File: src/rtl/mem_access_unit_pkg.sv
// Shared types and helpers for the load/store sequencer and its lane logic.
// Byte lanes are big-endian: lane 0 is bits 31:24 of a memory word.
package mem_pkg;

    typedef enum logic [2:0] {
        OP_LB  = 3'd0,
        OP_LBU = 3'd1,
        OP_LH  = 3'd2,
        OP_LHU = 3'd3,
        OP_LW  = 3'd4,
        OP_SB  = 3'd5,
        OP_SH  = 3'd6,
        OP_SW  = 3'd7
    } mem_op_e;

    typedef enum logic [1:0] {
        ST_IDLE = 2'd0,
        ST_RD   = 2'd1,
        ST_WR   = 2'd2,
        ST_DONE = 2'd3
    } mem_state_e;

    localparam logic [1:0] LANE_B0 = 2'd0;
    localparam logic [1:0] LANE_B1 = 2'd1;
    localparam logic [1:0] LANE_B2 = 2'd2;
    localparam logic [1:0] LANE_B3 = 2'd3;

    function automatic logic is_store(mem_op_e op);
        return op[2] & (op != OP_LW);
    endfunction

    // Halfwords need an even address, words a multiple of four.
    function automatic logic is_misaligned(mem_op_e op, logic [1:0] lo);
        case (op)
            OP_LH, OP_LHU, OP_SH: return lo[0];
            OP_LW, OP_SW:         return |lo;
            default:              return 1'b0;
        endcase
    endfunction

endpackage

File: src/rtl/mem_access_unit_if.sv
// CPU-side request/response bundle of the load/store sequencer.
interface mem_access_unit_if
    import mem_pkg::*;
#(
    parameter int AW = 32
);
    logic          req;
    mem_op_e       op;
    logic [AW-1:0] addr;
    logic [31:0]   wdata;
    logic          busy;
    logic          done;
    logic [31:0]   rdata;
    logic          addr_err;

    modport master (
        output req, op, addr, wdata,
        input  busy, done, rdata, addr_err
    );

    modport slave (
        input  req, op, addr, wdata,
        output busy, done, rdata, addr_err
    );
endinterface

File: src/rtl/mem_access_unit_lane_align.sv
// Combinational lane logic: extracts/extends a load and merges a sub-word store
// into a full memory word.
module mem_lane_align
    import mem_pkg::*;
(
    input  mem_op_e     op,
    input  logic [1:0]  lane,
    input  logic [31:0] word,
    input  logic [31:0] wdata,
    output logic [31:0] load_data,
    output logic [31:0] store_data
);

    logic [7:0]  sel_byte;
    logic [15:0] sel_half;

    always_comb begin
        sel_byte = word[31:24];
        case (lane)
            LANE_B0: sel_byte = word[31:24];
            LANE_B1: sel_byte = word[23:16];
            LANE_B2: sel_byte = word[15:8];
            LANE_B3: sel_byte = word[7:0];
            default: sel_byte = word[31:24];
        endcase
        sel_half = lane[1] ? word[15:0] : word[31:16];

        load_data = '0;
        case (op)
            OP_LB:   load_data = {{24{sel_byte[7]}}, sel_byte};
            OP_LBU:  load_data = {24'd0, sel_byte};
            OP_LH:   load_data = {{16{sel_half[15]}}, sel_half};
            OP_LHU:  load_data = {16'd0, sel_half};
            OP_LW:   load_data = word;
            default: load_data = '0;
        endcase
    end

    // Store merge starts from the word read back, so untouched lanes survive.
    always_comb begin
        store_data = word;
        case (op)
            OP_SB: begin
                case (lane)
                    LANE_B0: store_data[31:24] = wdata[7:0];
                    LANE_B1: store_data[23:16] = wdata[7:0];
                    LANE_B2: store_data[15:8]  = wdata[7:0];
                    LANE_B3: store_data[7:0]   = wdata[7:0];
                    default: store_data = word;
                endcase
            end
            OP_SH: begin
                if (lane[1]) store_data[15:0] = wdata[15:0];
                else         store_data[31:16] = wdata[15:0];
            end
            OP_SW:   store_data = wdata;
            default: store_data = word;
        endcase
    end

endmodule

File: src/rtl/mem_access_unit.sv
// Load/store sequencer between the memory-stage control and a word-wide
// DATAMEM; sub-word stores go through a read-modify-write.
module mem_access_unit
    import mem_pkg::*;
#(
    parameter int AW = 32,
    parameter int DW = 32
)(
    input  logic              clk,
    input  logic              rst_n,
    mem_access_unit_if.slave  cpu,
    output logic [AW-1:0]     mem_addr,
    output logic [DW-1:0]     mem_data,
    output logic              mem_we,
    input  logic [DW-1:0]     mem_rdata
);

    mem_state_e    state, state_next;
    mem_op_e       op_q;
    logic [AW-1:0] addr_q;
    logic [31:0]   wdata_q;
    logic [31:0]   rd_buf;
    logic [31:0]   rdata_q;
    logic          addr_err_q;
    logic          accept;
    logic [31:0]   lane_word;
    logic [31:0]   load_data;
    logic [31:0]   store_data;

    always_ff @(posedge clk or negedge rst_n) begin
        if (!rst_n) state <= ST_IDLE;
        else        state <= state_next;
    end

    always_comb begin
        state_next = state;
        accept     = 1'b0;
        case (state)
            ST_IDLE: begin
                if (cpu.req) begin
                    accept = 1'b1;
                    if (is_misaligned(cpu.op, cpu.addr[1:0])) state_next = ST_DONE;
                    else if (cpu.op == OP_SW)                 state_next = ST_WR;
                    else                                      state_next = ST_RD;
                end
            end
            ST_RD:   state_next = is_store(op_q) ? ST_WR : ST_DONE;
            ST_WR:   state_next = ST_DONE;
            ST_DONE: state_next = ST_IDLE;
            default: state_next = ST_IDLE;
        endcase
    end

    always_ff @(posedge clk or negedge rst_n) begin
        if (!rst_n) begin
            op_q       <= OP_LB;
            addr_q     <= '0;
            wdata_q    <= '0;
            rd_buf     <= '0;
            rdata_q    <= '0;
            addr_err_q <= 1'b0;
        end else begin
            if (accept) begin
                op_q       <= cpu.op;
                addr_q     <= cpu.addr;
                wdata_q    <= cpu.wdata;
                addr_err_q <= is_misaligned(cpu.op, cpu.addr[1:0]);
            end
            if (state == ST_RD) begin
                rd_buf <= mem_rdata;
                if (!is_store(op_q)) rdata_q <= load_data;
            end
        end
    end

    // Loads extract straight from the live read; store merges use the captured word.
    assign lane_word = (state == ST_RD) ? mem_rdata : rd_buf;

    mem_lane_align u_lane_align (
        .op         (op_q),
        .lane       (addr_q[1:0]),
        .word       (lane_word),
        .wdata      (wdata_q),
        .load_data  (load_data),
        .store_data (store_data)
    );

    assign mem_addr     = {addr_q[AW-1:2], 2'b00};
    assign mem_we       = (state == ST_WR);
    assign mem_data     = (state == ST_WR) ? store_data : '0;
    assign cpu.busy     = (state != ST_IDLE);
    assign cpu.done     = (state == ST_DONE);
    assign cpu.rdata    = rdata_q;
    assign cpu.addr_err = addr_err_q;

endmodule

File: src/flat_wrapper.sv
// flat-port wrapper written by rule: the top's interface ports become plain ports
module mem_access_unit_flat import mem_pkg::*;
#(
    parameter int AW = 32,
    parameter int DW = 32
)
  (clk, rst_n, mem_addr, mem_data, mem_we, mem_rdata, cpu_req, cpu_op, cpu_addr, cpu_wdata, cpu_busy, cpu_done, cpu_rdata, cpu_addr_err);
  mem_access_unit_if #(.AW(AW)) cpu_i ();
  input  logic clk;
  input  logic rst_n;
  output logic [AW-1:0] mem_addr;
  output logic [DW-1:0] mem_data;
  output logic mem_we;
  input  logic [DW-1:0] mem_rdata;
  input wire logic [$bits(cpu_i.req)-1:0] cpu_req;
  input wire logic [$bits(cpu_i.op)-1:0] cpu_op;
  input wire logic [$bits(cpu_i.addr)-1:0] cpu_addr;
  input wire logic [$bits(cpu_i.wdata)-1:0] cpu_wdata;
  output wire logic [$bits(cpu_i.busy)-1:0] cpu_busy;
  output wire logic [$bits(cpu_i.done)-1:0] cpu_done;
  output wire logic [$bits(cpu_i.rdata)-1:0] cpu_rdata;
  output wire logic [$bits(cpu_i.addr_err)-1:0] cpu_addr_err;
  assign cpu_i.req = cpu_req;
  assign cpu_i.op = cpu_op;
  assign cpu_i.addr = cpu_addr;
  assign cpu_i.wdata = cpu_wdata;
  assign cpu_busy = cpu_i.busy;
  assign cpu_done = cpu_i.done;
  assign cpu_rdata = cpu_i.rdata;
  assign cpu_addr_err = cpu_i.addr_err;
  mem_access_unit #(.AW(AW), .DW(DW)) u_core (.clk(clk), .rst_n(rst_n), .cpu(cpu_i), .mem_addr(mem_addr), .mem_data(mem_data), .mem_we(mem_we), .mem_rdata(mem_rdata));
endmodule
File: config.mk
export PLATFORM = sky130hd
export DESIGN_NAME = mem_access_unit_flat
export DESIGN_NICKNAME = d
export VERILOG_FILES = /design/src/rtl/mem_access_unit_pkg.sv /design/src/rtl/mem_access_unit_if.sv /design/src/rtl/mem_access_unit_lane_align.sv /design/src/rtl/mem_access_unit.sv /design/src/flat_wrapper.sv
export SDC_FILE = /design/constraint.sdc
export NUM_CORES = 1
export LEC_CHECK = 0
export ABC_AREA = 1
export CAP_MARGIN = 20
export CELL_PAD_IN_SITES_DETAIL_PLACEMENT = 2
export CELL_PAD_IN_SITES_GLOBAL_PLACEMENT = 2
export CORE_ASPECT_RATIO = 0.6
export CORE_MARGIN = 2
export CORE_UTILIZATION = 29
export CTS_CLUSTER_DIAMETER = 80
export CTS_CLUSTER_SIZE = 16
export DETAILED_ROUTE_END_ITERATION = 8
export GPL_TIMING_DRIVEN = 0
export MAX_ROUTING_LAYER = met4
export PLACE_DENSITY = 0.93
export SKIP_CTS_REPAIR_TIMING = 1
export SYNTH_ARGS = -nofsm -noshare
export SYNTH_HDL_FRONTEND = slang
export SYNTH_SLANG_ARGS = --single-unit
File: constraint.sdc
create_clock -name clk -period 5.8 [get_ports clk]
set_clock_uncertainty 0.05 [all_clocks]
set_input_delay 1.45 -clock clk [delete_from_list [all_inputs] [get_ports clk]]
set_output_delay 1.45 -clock clk [all_outputs]
set_load 0.05 [all_outputs]
# Word level (Yosys, flattened, before mapping)
# Index checks and enable logic that the tools add are counted.
op_classes:
  muxes: 22
  reduce_logical: 8
  n_bitwise: 2
  eq_ne: 20
ops:
  columns: ["op", "n"]
  rows:
  - ["32-bit case mux with 5 select lines", 1]
  - ["32-bit case mux with 3 select lines", 1]
  - ["32-bit two-way mux", 2]
  - ["16-bit two-way mux", 3]
  - ["8-bit two-way mux", 4]
  - ["8-bit case mux with 4 select lines", 1]
  - ["3-bit equality test, second input constant", 7]
  - ["3-bit by 2-bit equality test with 1-bit output, second input constant", 4]
  - ["2-bit equality test, second input constant", 4]
  - ["2-bit case mux with 4 select lines", 1]
  - ["2-bit two-way mux", 3]
  - ["1-bit two-way mux", 5]
  - ["2-bit by 1-bit equality test with 1-bit output, second input constant", 2]
  - ["2-bit zero test", 2]
  - ["2-bit OR reduction", 2]
  - ["3-bit by 1-bit equality test with 1-bit output, second input constant", 1]
  - ["3-bit zero test", 1]
  - ["3-bit != test, second input constant", 1]
  - ["3-bit OR reduction", 1]
  - ["2-bit != test, second input constant", 1]
  - ["1-bit case mux with 2 select lines", 1]
  - ["2-bit AND reduction", 1]
  - ["2-bit nonzero test", 1]
  - ["1-bit AND", 1]
  - ["1-bit NOT", 1]
word_totals:
  ff_bits: 134
  inputBits: 102
  output_inout_bits: 100
  wordCells: 59

# Depth between registers and ports, before layout
# Gate-level depths: netlist (run 1).
depth:
  depth_word: 8
  depth_mapped: 13
  ltp_nobuf: 11

# Cells and area by module
# A second synthesis (run 1) with hierarchy kept.
hier_totals:
  hier_cells: 1152
  area_unflattened_um2: 8607.0
by_module_without_submodules:
  columns: ["module", "seq_area_each_um2", "cells_per_inst", "area_per_inst_um2", "instances"]
  rows:
  - ["mem_access_unit", 3353.2, 493, 5755.5, 1]
  - ["mem_lane_align", 0.0, 659, 2851.5, 1]

# Worst setup path after synthesis (run 1)
# Ideal clock, no wire load.
synth_timing:
  path_kind: "input port to output port"
  startpoint: "in mem_rdata[18]"
  endpoint: "out mem_data[18]"
  t_required_ns: 4.300
  stages: 6
  n_path_buf: 0
  t_arrival_ns: 2.591
  slack_ns: 1.709
  cell_sequence: "nand2_1 o21ai_1 o21ai_0 a21oi_1 nor2_1 nor2_1"
synth_via:
  elab_chain_cells: 4
  word_cells_on_any_way: 5
  classes_between: "mux: 5"
synth_rtl:
  columns: ["element", "line", "rtl"]
  rows:
  - ["start: declaration", "flat_wrapper.sv:14", "input logic [DW-1:0] mem_rdata;"]
  - ["32-bit two-way mux *", null, null]
  - ["net u_core.lane_word[18]", "mem_access_unit.sv:26", "logic [31:0] lane_word;"]
  - ["16-bit two-way mux or 8-bit two-way mux (tied branches)", "mem_access_unit_lane_align.sv:53, mem_access_unit_lane_align.sv:44", null]
  - ["32-bit case mux with 3 select lines *", "mem_access_unit_lane_align.sv:42", "case (op)"]
  - ["32-bit two-way mux *", "mem_access_unit.sv:90", "assign mem_data = (state == ST_WR) ? store_data : '0;"]
  - ["end: declaration", "flat_wrapper.sv:12", "output logic [DW-1:0] mem_data;"]
# Mark *: on every way through the listed nets, which the timed path passes. The rest lies on a longest branch.

# Worst setup path in the final report (run 1)
layout_timing:
  startpoint: "in mem_rdata[25]"
  endpoint: "out mem_data[25]"
# Same word-level chain as after synthesis.

==> flow_metrics.env, run 1 <==
export IMPL_result_of_the_run="finished clean"
export IMPL_drt_antenna_violating_nets=0
export IMPL_grt_start_max_net_pins=80
export IMPL_leakage_power_total_nw=4.823
export IMPL_r2r_cells=10
export IMPL_grt_use_total=0.2644
export IMPL_power_density_mw_per_mm2=746.1
export IMPL_crit_arrival_ns=3.93
export IMPL_grt_first_pass_wirelength_um=49980
export IMPL_detail_route_first_pass_iterations=4
export IMPL_fraction_of_final_layout_cells_with_drive_strength_greater_than_1=0.1466
export IMPL_worst_r2r_startpoint="u_core.state[1]"
export IMPL_design_die_area_mm2=0.02640
export IMPL_cts_tree="built"
export IMPL_cts_sink_count=134
export IMPL_setup_viol_count_final=0
export IMPL_fmax_ghz=0.1841
export IMPL_reg2reg_setup_slack_ns=3.21
export IMPL_max_slew_margin_rel=0.3988
export IMPL_die_height_um=126.7
export IMPL_max_cap_violations=0
export IMPL_synth_simple_gate_area_share=0.2125
export IMPL_power_mw=7.744
export IMPL_clock_latency_ns=0.45
export IMPL_worstPathMaxFanout=6
export IMPL_drt_vias_per_instance=4.962
export IMPL_area_growth_syn_to_layout_pct=42.70
export IMPL_vias=7324
export IMPL_worst_slew_pin_transition_ns=0.8959
export IMPL_final_min_clock_period_ns=5.433
export IMPL_grt_antenna_before_repair=1
export IMPL_cts_buffers_inserted=17
export IMPL_floorplan_initialDensity=0.2982
export IMPL_syn_area_mm2=0.007273
export IMPL_drt_iter0_markers=381
export IMPL_io_pins=202
export IMPL_post_route_period_util=0.9367
export IMPL_critPathCaptureType="primary output"
export IMPL_hold_slack_ns=0.4598
export IMPL_synth_seq_area_share=0.4610
export IMPL_post_drt_wl_per_cell_um=22.23
export IMPL_yosys_area_share_adder=0.008601
export IMPL_cts_clk_slew_worst_paths_ns=0.07
export IMPL_nets_finish=1247
export IMPL_r2r_end="u_core.cpu.rdata[24]"
export IMPL_post_synthesis_mux_area_share=0.08051
export IMPL_post_dp_hpwl_um=25360
export IMPL_final_global_route_overflow_total=0
export IMPL_timing_final_hold_violations=0
export IMPL_hold_end="u_core.addr_q[4]"
export IMPL_hold_class="reg -> reg"
export IMPL_hold_path_startpoint="u_core.addr_q[4]"
export IMPL_synth_top_family_by_area="simple AND/OR/NAND/NOR gates"
export IMPL_routed_wire_length_um=32810
export IMPL_timing_critical_path_required_ns=4.30
export IMPL_drc=0
export IMPL_core_footprint_mm2=0.02439
export IMPL_criticalPathCategory="in -> out"
export IMPL_io_buffer_count=199
export IMPL_number_of_global_route_vias_before_repair=8082
export IMPL_hold_path_cell_cnt=1
export IMPL_final_max_slew_violation_count=0
export IMPL_count_of_unique_library_cells_instantiated_by_yosys=28
export IMPL_die_width_um=208.5
export IMPL_h_tree_depth=4
export IMPL_start_kind="input port"
export IMPL_yosys_reg_bits=134
export IMPL_worst_ir_drop_vdd_mv=0.3847
export IMPL_gp_routability_congestion=0.9206
export IMPL_syn_area_per_cell_um2=7.923
export IMPL_clock_tree_buffer_depth=2
export IMPL_yosysWarningCount=0
export IMPL_clk_root_buffer_cell="clkbuf_16"
export IMPL_syn_inst=918
export IMPL_synth_compound_gate_area_share=0.1285
export IMPL_num_rows=44
export IMPL_synth_xor_xnor_area_share=0
export IMPL_setup_repair_after_global_routing_missed_its_margin="false"
-- area by class of cell --
type                    count  area [um2]
multi-input cells         616        3136
repair buffers            202        2031
clock buffers              17       425.4
flip-flops and latches    134        3353
plain buffers              72       424.2
fillers                  2672       14010
clock inverters            15       240.2
well taps                 322       402.9
inverters                  97       364.1
diodes                      1       2.502
-- critical path, stage by stage --
cell and delay (ns):
clkdlybuf4s50_1 0.48, nand2_1 0.06, o21ai_1 0.49, o21ai_0 0.18, a21oi_1 0.18, nor2_1 0.06
nor2_1 0.19, clkdlybuf4s50_1 0.85
-- layer usage --
metal | wire length (um) | up-vias | track usage
met2 | 14580 | 258 | 0.3929
met3 | 2503 | 29 | 0.07650
met5 | 0 | - | -
li1 | - | 3360 | -
met1 | 15360 | 3677 | 0.3564
met4 | 365 | 0 | 0.05967
-- logic make-up (layout without fill, tap and decap cells) --
kind of cell / after synthesis / after routing
AO/OA/AOI/OAI: 179 / 179
adder cells (fa/ha/maj): 5 / 5
buffers and inverters: 169 / 403
flip-flops: 134 / 134
multiplexers: 52 / 52
other: 1 / 3
AND/OR/NAND/NOR: 378 / 378
-- synthesized netlist by cell type --
| cell type | number | share of area |
|---|---|---|
| o21ai_1 | 12 | 0.0083 |
| mux2_2 | 52 | 0.081 |
| o211ai_2 | 1 | 0.0017 |
| nand3_2 | 2 | 0.0028 |
| o22ai_1 | 1 | 0.00086 |
| dfrtp_1 | 134 | 0.46 |
| buf_4 | 33 | 0.034 |
| inv_2 | 8 | 0.0041 |
| nor3_1 | 5 | 0.0034 |
| o21a_1 | 2 | 0.0021 |
| nand4_1 | 7 | 0.0060 |
| or2_2 | 4 | 0.0034 |
| o211ai_1 | 10 | 0.010 |
| conb_1 | 1 | 0.00052 |
| nor2_1 | 111 | 0.057 |
| inv_1 | 86 | 0.044 |
| buf_2 | 24 | 0.017 |
| ha_1 | 5 | 0.0086 |
| o21ai_0 | 48 | 0.033 |
| nor2_2 | 2 | 0.0017 |
| clkinv_1 | 3 | 0.0015 |
| a21oi_1 | 105 | 0.072 |
| nand3_1 | 26 | 0.018 |
| nand2_2 | 2 | 0.0017 |
| clkbuf_1 | 13 | 0.0067 |
| nor2_4 | 5 | 0.0077 |
| buf_1 | 2 | 0.0010 |
| nand2_1 | 214 | 0.11 |
-- cell usage in the layout, fill, tap and decap left out, drive strengths merged, types with 4 or more instances in the layout --
cell type	count
bufinv	5
o21ai	60
clkdlybuf4s50	198
a21oi	105
nand3	28
inv	100
clkbuf	30
ha	5
nor2	118
clkinv	5
nand2	216
nand4	7
mux2	52
dfrtp	134
buf	63
or2	4
nor3	5
o211ai	11
-- state kept, by name, indices dropped and copies added (netlist names) --
register             flops
u_core.rd_buf           32
u_core.cpu.addr_err      1
u_core.state             2
u_core.wdata_q          32
u_core.op_q              3
u_core.addr_q           32
u_core.cpu.rdata        32
-- through the flow --
stage | setup TNS [ns] | utilization | setup WS [ns] | instances | cell area (um2)
5_1_grt | 0 | 0.4256 | 0.2455 | 1476 | 10380
2_1_floorplan | 0 | - | 1.709 | 919 | 7277
4_1_cts | 0 | 0.4250 | 0.4024 | 1473 | 10370
3_5_place_dp | 0 | 0.3978 | 0.4399 | 1441 | 9701
6_report | 0 | 0.4256 | 0.3674 | 1476 | 10380
3_3_place_gp | -316.61 | 0.3966 | -2.377 | 1440 | 9672
-- power by group --
part | switching [mW] | internal, mW | total [mW]
Sequential | 0.279 | 1.42 | 1.70
Clock | 0.481 | 0.775 | 1.26
Combinational | 3.29 | 1.50 | 4.79
-- worst max-delay path by stage --
stage                              from                    to  slack, ns
after floorplan           mem_rdata[18]          mem_data[18]       1.71
after global placement            rst_n  u_core.cpu.rdata[17]      -2.38
after detailed placement  mem_rdata[25]          mem_data[25]       0.44
after CTS                 mem_rdata[25]          mem_data[25]       0.40
after global routing      mem_rdata[25]          mem_data[25]       0.25
final                     mem_rdata[25]          mem_data[25]       0.37
(Power assumes the default switching activity.)
==> run 2, diff against run 1 <==
- CORE_UTILIZATION: 29 -> 27
- PLACE_DENSITY: 0.93 -> 0.88
- clock period: 5.8 -> 5.4 ns (I/O delays scaled with it)
==> run 2 against run 1 <==
Net effect:
- worst hold slack got worse by 0.019 ns
- sequential cell count is the same
- final cell count grew 2.5%
- via count up 0.70%
- first-iteration DRC count grew 17%
- wire length rose by 2.2%
- global-route usage fell by 1.3 points
- design area is essentially flat
- utilization down 3.2 points
- count of clock-buffer cells in the layout is 4 higher
- register-to-register slack worse by 0.55 ns
==> flow_metrics.env, run 2 (synthesized netlist as in run 1, its figures left out) <==
export IMPL_result_of_the_run="finished clean"
export IMPL_grt_first_pass_wirelength_um=51140
export IMPL_leakage_power_total_nw=4.796
export IMPL_cts_sink_count=134
export IMPL_fraction_of_final_layout_cells_with_drive_strength_greater_than_1=0.1441
export IMPL_detail_route_first_pass_iterations=5
export IMPL_clock_latency_ns=0.46
export IMPL_io_pins=202
export IMPL_floorplan_initialDensity=0.2753
export IMPL_nets_finish=1246
export IMPL_max_slew_margin_rel=0.2334
export IMPL_gp_routability_congestion=0.9129
export IMPL_utilization=0.3932
export IMPL_clk_root_buffer_cell="clkbuf_16"
export IMPL_worstPathMaxFanout=6
export IMPL_h_tree_depth=4
export IMPL_worst_slew_pin_transition_ns=1.138
export IMPL_grt_antenna_before_repair=1
export IMPL_max_cap_violations=0
export IMPL_fill_cells=2988
export IMPL_grt_start_max_net_pins=79
export IMPL_grt_use_total=0.2510
export IMPL_multi_input_area_mm2=0.003136
export IMPL_post_dp_hpwl_um=25700
export IMPL_cts_clk_slew_worst_paths_ns=0.06
export IMPL_core_footprint_mm2=0.02642
export IMPL_layout_cells_most_common="nand2_1"
export IMPL_crit_arrival_ns=3.90
export IMPL_final_min_clock_period_ns=5.298
export IMPL_die_width_um=215.9
export IMPL_drt_vias_per_instance=4.874
export IMPL_timing_final_hold_violations=0
export IMPL_critPathMaxStageDelay_ns=0.86
export IMPL_timing_critical_path_required_ns=4.00
export IMPL_r2r_cells=11
export IMPL_design_die_area_mm2=0.02831
export IMPL_final_max_slew_violation_count=0
export IMPL_hold_path_cell_cnt=2
export IMPL_num_rows=46
export IMPL_register_area_mm2=0.003353
export IMPL_setup_total_negative_slack_ns=0
export IMPL_hold_class="reg -> reg"
export IMPL_setup_viol_count_final=0
export IMPL_drc=0
export IMPL_area_growth_syn_to_layout_pct=42.83
export IMPL_timing_critical_path_slowest_stage_cell="clkdlybuf4s50_1"
export IMPL_drt_antenna_violating_nets=0
export IMPL_fmax_ghz=0.1888
export IMPL_post_drt_wl_per_cell_um=22.17
export IMPL_start_kind="input port"
export IMPL_cts_buffers_inserted=17
export IMPL_routed_wire_length_um=33540
export IMPL_power_density_mw_per_mm2=798.9
export IMPL_io_buffer_count=199
export IMPL_final_global_route_overflow_total=0
export IMPL_final_cell_mix="nand2_1 (214), clkdlybuf4s50_1 (198), dfrtp_1 (134), nor2_1 (111), a21oi_1 (105)"
export IMPL_drt_iter0_markers=444
export IMPL_criticalPathCategory="in -> out"
export IMPL_setup_repair_after_global_routing_missed_its_margin="false"
export IMPL_number_of_global_route_vias_before_repair=8234
export IMPL_clock_tree_buffer_depth=2
export IMPL_critPathCaptureType="primary output"
export IMPL_post_route_period_util=0.9811
export IMPL_path_cells="clkdlybuf4s50_1 -> nand2_1 -> o21ai_1 -> o21ai_0 -> a21oi_1 -> nor2_1 -> nor2_1 -> clkdlybuf4s50_1"
export IMPL_worst_ir_drop_vdd_mv=0.3041
export IMPL_vias=7375
export IMPL_cts_tree="built"
export IMPL_die_height_um=131.1
==> run 2: changes by cell type in the layout (fill, tap and decap cells not counted), sizes merged <==
cell	previous run	this run
buf	63	62
clkinvlp	2	4
clkbuf	30	34
inv	100	95
bufinv	5	4
==> run 2: per-layer routing <==
layer / part of all wire / GRT usage / routed length [um]
met5: 0 / - / 0
met2: 0.44 / 0.3732 / 14780
met1: 0.47 / 0.3367 / 15870
met4: 0.013 / 0.05977 / 423
met3: 0.073 / 0.07245 / 2458
==> run 2: worst paths after layout <==
check	slack [ns]	endpoint	startpoint
max in group asynchronous	3.65	u_core.cpu.rdata[23]	rst_n
min	0.44	u_core.cpu.addr_err	u_core.cpu.addr_err
min in group asynchronous	0.81	u_core.wdata_q[3]	rst_n
max reg2reg	2.66	u_core.cpu.rdata[22]	u_core.state[1]
max	0.10	mem_data[25]	mem_rdata[25]
min reg2reg	0.44	u_core.cpu.addr_err	u_core.cpu.addr_err
==> run 2: report_power, final <==
part | switching (mW) | internal, mW | total (mW)
Sequential | 0.318 | 1.52 | 1.84
Clock | 0.491 | 0.797 | 1.29
Combinational | 3.56 | 1.61 | 5.17
==> run 2: final cells by class <==
type | instances | area share
Antenna cell | 1 | 0.0002409
Buffer | 72 | 0.04083
Clock buffer | 21 | 0.04432
Clock inverter | 11 | 0.01662
Inverter | 97 | 0.03505
Multi-Input combinational cell | 616 | 0.3018
Sequential cell | 134 | 0.3228
Tap cell | 360 | 0.04336
Timing Repair Buffer | 201 | 0.1950
==> run 2: critical path: cells and delay by family <==
family | cells | cell delay [ns]
simple gates | 3 | 0.35
buf+inv | 2 | 1.33
compound gates | 3 | 0.85
==> run 2: stage by stage <==
stage / hold slack, ns / total power [mW] / std cells / cell area, um2 / setup WS (ns)
finish: 0.4409 / 8.299 / 1513 / 10390 / 0.1022
floorplan: 0.4022 / 5.019 / 919 / 7277 / 1.509
global placement: 0.4222 / 6.711 / 1478 / 9719 / -2.693
detailed placement: 0.4406 / 6.907 / 1479 / 9748 / 0.1681
global route: 0.4766 / 8.755 / 1513 / 10390 / 0.004485
CTS: 0.4558 / 8.306 / 1511 / 10380 / 0.1573
